$ cat src/rtl/imuldiv_div_arbiter_if.sv
// Port bundle for imuldiv_div_arbiter: two requester channels plus the shared-divider channel.
// slave = arbiter side, master = requesters/divider side.
interface imuldiv_div_arbiter_if;
  logic        req0_val, req0_rdy, req0_fn;
  logic [31:0] req0_a, req0_b;
  logic        req1_val, req1_rdy, req1_fn;
  logic [31:0] req1_a, req1_b;
  logic        resp0_val, resp0_rdy;
  logic [63:0] resp0_result;
  logic        resp1_val, resp1_rdy;
  logic [63:0] resp1_result;
  logic        divreq_val, divreq_rdy, divreq_msg_fn;
  logic [31:0] divreq_msg_a, divreq_msg_b;
  logic        divresp_val, divresp_rdy;
  logic [63:0] divresp_msg_result;

  modport slave (
    input  req0_val, req0_fn, req0_a, req0_b,
    input  req1_val, req1_fn, req1_a, req1_b,
    input  resp0_rdy, resp1_rdy, divreq_rdy, divresp_val, divresp_msg_result,
    output req0_rdy, req1_rdy, resp0_val, resp0_result, resp1_val, resp1_result,
    output divreq_val, divreq_msg_fn, divreq_msg_a, divreq_msg_b, divresp_rdy
  );

  modport master (
    output req0_val, req0_fn, req0_a, req0_b,
    output req1_val, req1_fn, req1_a, req1_b,
    output resp0_rdy, resp1_rdy, divreq_rdy, divresp_val, divresp_msg_result,
    input  req0_rdy, req1_rdy, resp0_val, resp0_result, resp1_val, resp1_result,
    input  divreq_val, divreq_msg_fn, divreq_msg_a, divreq_msg_b, divresp_rdy
  );
endinterface

$ cat src/rtl/imuldiv_div_arbiter.sv
// Arbitrates two requesters onto one shared divider, exactly one transaction in flight.
// Optional feature: define IMULDIV_DIVARB_DIVZERO_EN to answer b == 0 locally with {a, 32'hFFFFFFFF}.
module imuldiv_div_arbiter #(
  parameter bit p_rr = 1'b1
) (
  input  logic                  clk,
  input  logic                  reset,
  imuldiv_div_arbiter_if.slave  io
);
  typedef enum logic [1:0] {IDLE, ISSUE, WAIT, RESP} state_e;
  typedef struct packed {
    logic        fn;
    logic [31:0] a;
    logic [31:0] b;
  } div_req_t;

  state_e          state_q, state_d;
  logic            last_q, last_d;
  logic            owner_q, owner_d;
  div_req_t        req_q, req_d;
  logic [63:0]     res_q, res_d;

  logic [1:0]      val, rdy, resp_rdy;
  div_req_t [1:0]  in_req;
  logic            gnt;

  assign val       = {io.req1_val, io.req0_val};
  assign resp_rdy  = {io.resp1_rdy, io.resp0_rdy};
  assign in_req[0] = '{fn: io.req0_fn, a: io.req0_a, b: io.req0_b};
  assign in_req[1] = '{fn: io.req1_fn, a: io.req1_a, b: io.req1_b};

  // Round-robin: a lone requester wins; on a tie the one not served last wins.
  always_comb begin
    gnt = 1'b0;
    if (p_rr) gnt = (val == 2'b10) ? 1'b1 : (val == 2'b01) ? 1'b0 : ~last_q;
    else      gnt = val[1] & ~val[0];
  end

  // Ready is masked by reset so nothing is offered while the block is held in reset.
  assign rdy = (state_q == IDLE && reset) ? (gnt ? 2'b10 : 2'b01) : 2'b00;

  always_comb begin
    state_d = state_q;
    last_d  = last_q;
    owner_d = owner_q;
    req_d   = req_q;
    res_d   = res_q;
    case (state_q)
      IDLE: if (|(val & rdy)) begin
        req_d   = in_req[gnt];
        owner_d = gnt;
        last_d  = gnt;
`ifdef IMULDIV_DIVARB_DIVZERO_EN
        if (in_req[gnt].b == 32'd0) begin
          res_d   = {in_req[gnt].a, 32'hFFFF_FFFF};
          state_d = RESP;
        end else begin
          state_d = ISSUE;
        end
`else
        state_d = ISSUE;
`endif
      end
      ISSUE: if (io.divreq_rdy) state_d = WAIT;
      WAIT: if (io.divresp_val) begin
        res_d   = io.divresp_msg_result;
        state_d = RESP;
      end
      RESP: if (resp_rdy[owner_q]) state_d = IDLE;
      default: state_d = IDLE;
    endcase
  end

  always_ff @(posedge clk or negedge reset) begin
    if (!reset) begin
      state_q <= IDLE;
      last_q  <= 1'b1;
      owner_q <= 1'b0;
      req_q   <= '0;
      res_q   <= '0;
    end else begin
      state_q <= state_d;
      last_q  <= last_d;
      owner_q <= owner_d;
      req_q   <= req_d;
      res_q   <= res_d;
    end
  end

  assign io.req0_rdy      = rdy[0];
  assign io.req1_rdy      = rdy[1];
  assign io.divreq_val    = (state_q == ISSUE);
  assign io.divreq_msg_fn = req_q.fn;
  assign io.divreq_msg_a  = req_q.a;
  assign io.divreq_msg_b  = req_q.b;
  assign io.divresp_rdy   = (state_q == WAIT);
  assign io.resp0_val     = (state_q == RESP) && !owner_q;
  assign io.resp1_val     = (state_q == RESP) &&  owner_q;
  // Only the owner sees the result; the other bus is held at zero.
  assign io.resp0_result  = io.resp0_val ? res_q : 64'd0;
  assign io.resp1_result  = io.resp1_val ? res_q : 64'd0;
endmodule

$ cat src/flat_wrapper.sv
// flat-port wrapper written by rule: the top's interface ports become plain ports
module imuldiv_div_arbiter_flat 
#(
  parameter bit p_rr = 1'b1
)
  (clk, reset, io_req0_val, io_req0_fn, io_req0_a, io_req0_b, io_req1_val, io_req1_fn, io_req1_a, io_req1_b, io_resp0_rdy, io_resp1_rdy, io_divreq_rdy, io_divresp_val, io_divresp_msg_result, io_req0_rdy, io_req1_rdy, io_resp0_val, io_resp0_result, io_resp1_val, io_resp1_result, io_divreq_val, io_divreq_msg_fn, io_divreq_msg_a, io_divreq_msg_b, io_divresp_rdy);
  imuldiv_div_arbiter_if io_i ();
  input  logic clk;
  input  logic reset;
  input wire logic [$bits(io_i.req0_val)-1:0] io_req0_val;
  input wire logic [$bits(io_i.req0_fn)-1:0] io_req0_fn;
  input wire logic [$bits(io_i.req0_a)-1:0] io_req0_a;
  input wire logic [$bits(io_i.req0_b)-1:0] io_req0_b;
  input wire logic [$bits(io_i.req1_val)-1:0] io_req1_val;
  input wire logic [$bits(io_i.req1_fn)-1:0] io_req1_fn;
  input wire logic [$bits(io_i.req1_a)-1:0] io_req1_a;
  input wire logic [$bits(io_i.req1_b)-1:0] io_req1_b;
  input wire logic [$bits(io_i.resp0_rdy)-1:0] io_resp0_rdy;
  input wire logic [$bits(io_i.resp1_rdy)-1:0] io_resp1_rdy;
  input wire logic [$bits(io_i.divreq_rdy)-1:0] io_divreq_rdy;
  input wire logic [$bits(io_i.divresp_val)-1:0] io_divresp_val;
  input wire logic [$bits(io_i.divresp_msg_result)-1:0] io_divresp_msg_result;
  output wire logic [$bits(io_i.req0_rdy)-1:0] io_req0_rdy;
  output wire logic [$bits(io_i.req1_rdy)-1:0] io_req1_rdy;
  output wire logic [$bits(io_i.resp0_val)-1:0] io_resp0_val;
  output wire logic [$bits(io_i.resp0_result)-1:0] io_resp0_result;
  output wire logic [$bits(io_i.resp1_val)-1:0] io_resp1_val;
  output wire logic [$bits(io_i.resp1_result)-1:0] io_resp1_result;
  output wire logic [$bits(io_i.divreq_val)-1:0] io_divreq_val;
  output wire logic [$bits(io_i.divreq_msg_fn)-1:0] io_divreq_msg_fn;
  output wire logic [$bits(io_i.divreq_msg_a)-1:0] io_divreq_msg_a;
  output wire logic [$bits(io_i.divreq_msg_b)-1:0] io_divreq_msg_b;
  output wire logic [$bits(io_i.divresp_rdy)-1:0] io_divresp_rdy;
  assign io_i.req0_val = io_req0_val;
  assign io_i.req0_fn = io_req0_fn;
  assign io_i.req0_a = io_req0_a;
  assign io_i.req0_b = io_req0_b;
  assign io_i.req1_val = io_req1_val;
  assign io_i.req1_fn = io_req1_fn;
  assign io_i.req1_a = io_req1_a;
  assign io_i.req1_b = io_req1_b;
  assign io_i.resp0_rdy = io_resp0_rdy;
  assign io_i.resp1_rdy = io_resp1_rdy;
  assign io_i.divreq_rdy = io_divreq_rdy;
  assign io_i.divresp_val = io_divresp_val;
  assign io_i.divresp_msg_result = io_divresp_msg_result;
  assign io_req0_rdy = io_i.req0_rdy;
  assign io_req1_rdy = io_i.req1_rdy;
  assign io_resp0_val = io_i.resp0_val;
  assign io_resp0_result = io_i.resp0_result;
  assign io_resp1_val = io_i.resp1_val;
  assign io_resp1_result = io_i.resp1_result;
  assign io_divreq_val = io_i.divreq_val;
  assign io_divreq_msg_fn = io_i.divreq_msg_fn;
  assign io_divreq_msg_a = io_i.divreq_msg_a;
  assign io_divreq_msg_b = io_i.divreq_msg_b;
  assign io_divresp_rdy = io_i.divresp_rdy;
  imuldiv_div_arbiter #(.p_rr(p_rr)) u_core (.clk(clk), .reset(reset), .io(io_i));
endmodule
$ cat config.mk
export PLATFORM = sky130hd
export DESIGN_NAME = imuldiv_div_arbiter_flat
export DESIGN_NICKNAME = d
export VERILOG_FILES = /design/src/rtl/imuldiv_div_arbiter_if.sv /design/src/rtl/imuldiv_div_arbiter.sv /design/src/flat_wrapper.sv
export SDC_FILE = /design/constraint.sdc
export NUM_CORES = 1
export LEC_CHECK = 0
export CORE_AREA = 2 2 157 159
export CTS_BUF_LIST = sky130_fd_sc_hd__clkbuf_8
export CTS_CLUSTER_DIAMETER = 60
export DETAILED_ROUTE_END_ITERATION = 16
export DIE_AREA = 0 0 159 161
export PLACE_DENSITY = 0.74
export SLEW_MARGIN = 10
export SYNTH_ARGS = -nofsm -noshare
export SYNTH_HDL_FRONTEND = slang
export SYNTH_SLANG_ARGS = --single-unit
$ cat constraint.sdc
create_clock -name clk -period 1.65 [get_ports clk]
set_clock_uncertainty 0.05 [all_clocks]
set_input_delay 0.33 -clock clk [delete_from_list [all_inputs] [get_ports clk]]
set_output_delay 0.33 -clock clk [all_outputs]
set_load 0.03 [all_outputs]
---- After elaboration in Yosys (flattened, before gate mapping) ----
Index checks and enable logic that the tools add are counted.
word-level totals
  output and inout port bits .............. 199
  flip-flop bits (word level) ............. 133
  word-level logic and storage cells ...... 44
  input bits .............................. 202
operators by class
  bitwise operators ....................... 2
  equality and inequality tests ........... 9
  reduce and logical (&&, ||, !) cells .... 9
  $lt $le $gt $ge ......................... 2
  muxes and demuxes ....................... 15
operators by type and width
  cell                number
  $mux 65             2
  $mux 64             2
  $mux 2              6
  $pmux 2 s4          1
  $eq 2x2->1 const B  3
  $ne 2x2->1 const B  3
  $eq 2x1->1 const B  2
  $lt 1x2->1 const B  2
  $mux 1              4
  $reduce_and 2->1    2
  $reduce_and 4->1    1
  $logic_and 1x1->1   3
  $and 2x2->2         1
  $logic_not 2->1     1
  $ne 2x1->1 const B  1
  $reduce_or 2->1     1
  $logic_not 1->1     1
  $not 1->1           1

---- Depth between registers and ports, before layout ----
  depth in word-level cells ............... 9
  depth in mapped cells ................... 7
  mapped depth without buffers ............ 5

---- Worst setup path after synthesis ----
No wires, ideal clock.
  path type ............................... register to output
  start point ............................. register u_core.state_q[1]
  end point ............................... output io_resp0_result[54]
  data arrival time ....................... 1517 ps
  setup slack ............................. -247 ps
  stages on the path, launching flop included .. 5
  path buffers ............................ 1
  required time ........................... 1270 ps
  cell sequence ........................... dfrtp_1 > ha_1 > nor2b_1 > clkbuf_1 > and2_1
between the ends
  word-level cells in the longest chain between the ends .. 3
RTL lines
  element                 line                        RTL
  from (decl)             imuldiv_div_arbiter.sv:17   state_e state_q, state_d;
  from (signal assigned)  imuldiv_div_arbiter.sv:82   state_q <= state_d;
  $eq 2x2->1              imuldiv_div_arbiter.sv:97   assign io.resp0_val = (state_q == RESP) && !owner_q;
  $logic_and 1x1->1       imuldiv_div_arbiter.sv:97
  named net io_resp0_val  flat_wrapper.sv:25          output wire logic [$bits(io_i.resp0_val)-1:0] io_resp0_val;
  $mux 64                 imuldiv_div_arbiter.sv:100  assign io.resp0_result = io.resp0_val ? res_q : 64'd0;
  to (decl)               flat_wrapper.sv:26          output wire logic [$bits(io_i.resp0_result)-1:0] io_resp0_result;
The timed path passes the listed nets, and every way through them passes these cells.

---- Worst setup path after layout ----
  start point ............................. register u_core.state_q[1]
  end point ............................... output io_resp0_result[9]
between the ends
  word-level cells in the longest chain between the ends .. 3
RTL lines
  element            line
  $eq 2x2->1         imuldiv_div_arbiter.sv:97
  $logic_and 1x1->1  imuldiv_div_arbiter.sv:97
  $mux 64            imuldiv_div_arbiter.sv:100
Every way passes these cells.

==> reports/qor.yml <==
sta:
  worst_slack_ns: -0.525
  finalMaxSlewViolations: 0
  hold_viol: 0
  min_period_ns: 2.17
  tightest_slew_ns: 0.661
  rsz0062_at_grt: "yes"
  relSlewSlack_pct: 56.0
  max_freq_mhz: 460
  setup_viol: 215
  post-route-period-util_pct: 132
  fin_setup_tns_ns: -65.24
floorplan:
  ios: 401
  design.core.area_mm2: 0.0240
  die_area_mm2: 0.0256
  start_util_pct: 27.3
  rows: 57
  fp.dieH_um: 161
  die_x_um: 159
logic_synthesis:
  syn_area_per_cell_um2: 10.8
  ys_async_sr_fraction_pct: 100
  synth_cell_types: 25
  ys_warn_count: 0
  synth_top_cell_area_share_pct: 50.6
  synthTopCellsByCount: "dfrtp_1, nand2_1, mux2i_1"
  syn-num-nets: 809
  synth_most_common_cell: "dfrtp_1"
  netlist_area_mm2: 0.00653
  ys_top_cells_by_area: "dfrtp_1, mux2_2, mux2i_1, and3_1, and2_1"
  ys_ff_latch: 133
  synth_largest_area_cell: "dfrtp_1"
  synth_edf_count: 0
  netlist_instances: 602
  ys.flop_type: "dfrtp_1"
  ys_seq_area_share_pct: 51.0
pwr:
  netSwitchingPower_mw: 9.33
  p_per_area_mw_per_mm2: 1730
  finalPower_mw: 22.0
  p_leak_nw: 6.67
  p_int_mw: 12.7
  seq_power_share_pct: 27.0
  comb_power_share_pct: 61.0
  p_clk_share_pct: 12.1
  swShare_pct: 42.4
  irDropWorstVdd_uv: 887
routing:
  firstDrtPassIters: 4
  finalWirelength_mm: 25.4
  route.detailed.drc: 0
  drtIter0Drc: 244
  via_per_inst: 4.53
  routedWlPerCell_um: 18.3
  drtAntennaViolNets: 0
  num_vias: 6299
placed_design:
  gp_congestion: 0.838
  io_buffers: 400
  dp_worst_setup_slack_ns: -0.330
  hpwl_mm: 18.0
global_route:
  grt_util_all_layers_pct: 18.2
  grt_pass1_vias: 6506
  gr-total-overflow: 0
  grt_start_max_net_pins: 66
  antenna_found_initial: 1
  grt_pass1_wl_mm: 36.6
setup_path:
  start_kind: "flip-flop"
  path_cells: "ha_2 > nor2b_4 > buf_8 > buf_6 > buf_6 > and2_4 > buf_6"
  cpPeakStageDelay_ns: 0.39
  crit_fanout: 7
  rr_startpoint: "u_core.state_q[0]"
  worstPathRequired_ns: 1.27
  critPathLaunch: "u_core.state_q[1]"
  cp-end-kind: "output pin"
  crit_slowest_cell: "dfrtp_1"
  cp_common_cell: "buf_6"
  arrival_ns: 1.79
  crit_type: "reg2out"
cts:
  path_clk_slew_ns: 0.08
  numCtsBuffers: 17
  htreeDepth: 4
  numClockSinks: 133
  cts_root_buf: "clkbuf_8"
  insertion_delay_ns: 0.42
  cts_tree: "yes"
  cts_buffer_depth: 2
status:
  status: "finished, violations left"
  violations: "setup timing"
finish:
  drive_gt1_share_pct: 42.0
  area.growth.synth_to_final_pct: 95.0
  fin_util_pct: 53.1
  nNetsFinal: 1259
flow_run:
  cap_violations: 0
worst_hold_path:
  hp-class: "in2async"
through the flow:
stage                     cells  hold slack, ns  area [um^2]
after global routing       1390          0.0454        12700
final                      1390          0.0224        12700
after global placement     1325           0.112        11400
after floorplan             602         -0.0156         6780
after detailed placement   1325           0.109        11400
after CTS                  1362         0.00932        12000
logic make-up (layout without fill, tap and decap cells):
logic type	count (synthesis)	in the layout	synth area share, %
simple gates	206	207	16.9
mux	131	131	21.3
buf+inv	54	516	4.02
other cells	0	1	0
compound gates	73	73	5.84
flops	133	133	51.0
fa+ha+maj	5	5	0.958
power by group through the flow:
stage	Combinational, mW	Sequential [mW]	Clock (mW)
final	13.4	5.93	2.65
after global routing	14.2	6.13	2.93
after CTS	12.7	5.94	2.77
after detailed placement	12.1	5.98	0
after global placement	12.0	5.92	0
after floorplan	5.70	7.09	0
cells in the final DEF (no fill, tap or decap), drive strengths merged, types with 10 or more instances in the layout:
master           n
inv             10
mux2            65
dlymetal6s2s    64
buf            202
and3            65
and2            64
mux2i           66
nand2           72
clkbuf          28
clkdlybuf4s50  200
o21ai           68
dfrtp          132
sequential cells by signal, indices dropped and copies added, names as in the netlist:
signal                   count
u_core.state_q               2
u_core.owner_q               1
u_core.io.divreq_msg_a      32
u_core.io.divreq_msg_b      32
u_core.res_q                64
u_core.last_q                1
u_core.io.divreq_msg_fn      1
per-layer routing:
metal | routed length (um) | vias up | global-route usage (%)
met1 | 10100 | 3041 | 21.5
li1 | - | 2970 | -
met5 | 0 | - | 0
met3 | 1950 | 16 | 6.45
met4 | 320 | 0 | 3.72
met2 | 13100 | 272 | 32.0
area by class of cell:
class / instances / area, um^2
multi-input combinational: 416 / 3280
inverter: 6 / 22.5
tap: 324 / 405
clock inverter: 15 / 134
clock buffer: 17 / 234
fill: 2137 / 11200
timing repair buffer: 478 / 5330
sequential: 133 / 3330
antenna: 1 / 2.50
worst paths after layout:
| path | end | slack (ns) | cells past startpoint |
|---|---|---|---|
| hold / removal | u_core.res_q[62] | 0.02 | 2 |
| hold reg to reg | u_core.io.divreq_msg_b[26] | 0.43 | 2 |
| setup reg to reg | u_core.state_q[1] | -0.14 | 7 |
| min in group clk | u_core.last_q | 0.15 | 3 |
| setup / recovery | io_resp0_result[9] | -0.52 | 7 |
| max in group asynchronous | u_core.io.divreq_msg_a[19] | 0.47 | 3 |
worst max-delay path: cells and delay by family (launching register included):
kind                     cells  cell delay, ns
adder cells (fa/ha/maj)      1            0.19
buffers and inverters        4            0.51
flip-flops                   1            0.39
AND/OR/NAND/NOR              2            0.28
repair_timing:
item,in CTS,in global routing
endpoints found under the setup margin,302,329
endpoints found under the hold margin,84,0
hold buffers,1,0
resized for setup,77,88
gates cloned,1,15
pin swaps,22,13
buffers inserted,3,12
Note: power is estimated with default switching activity, not from simulation.
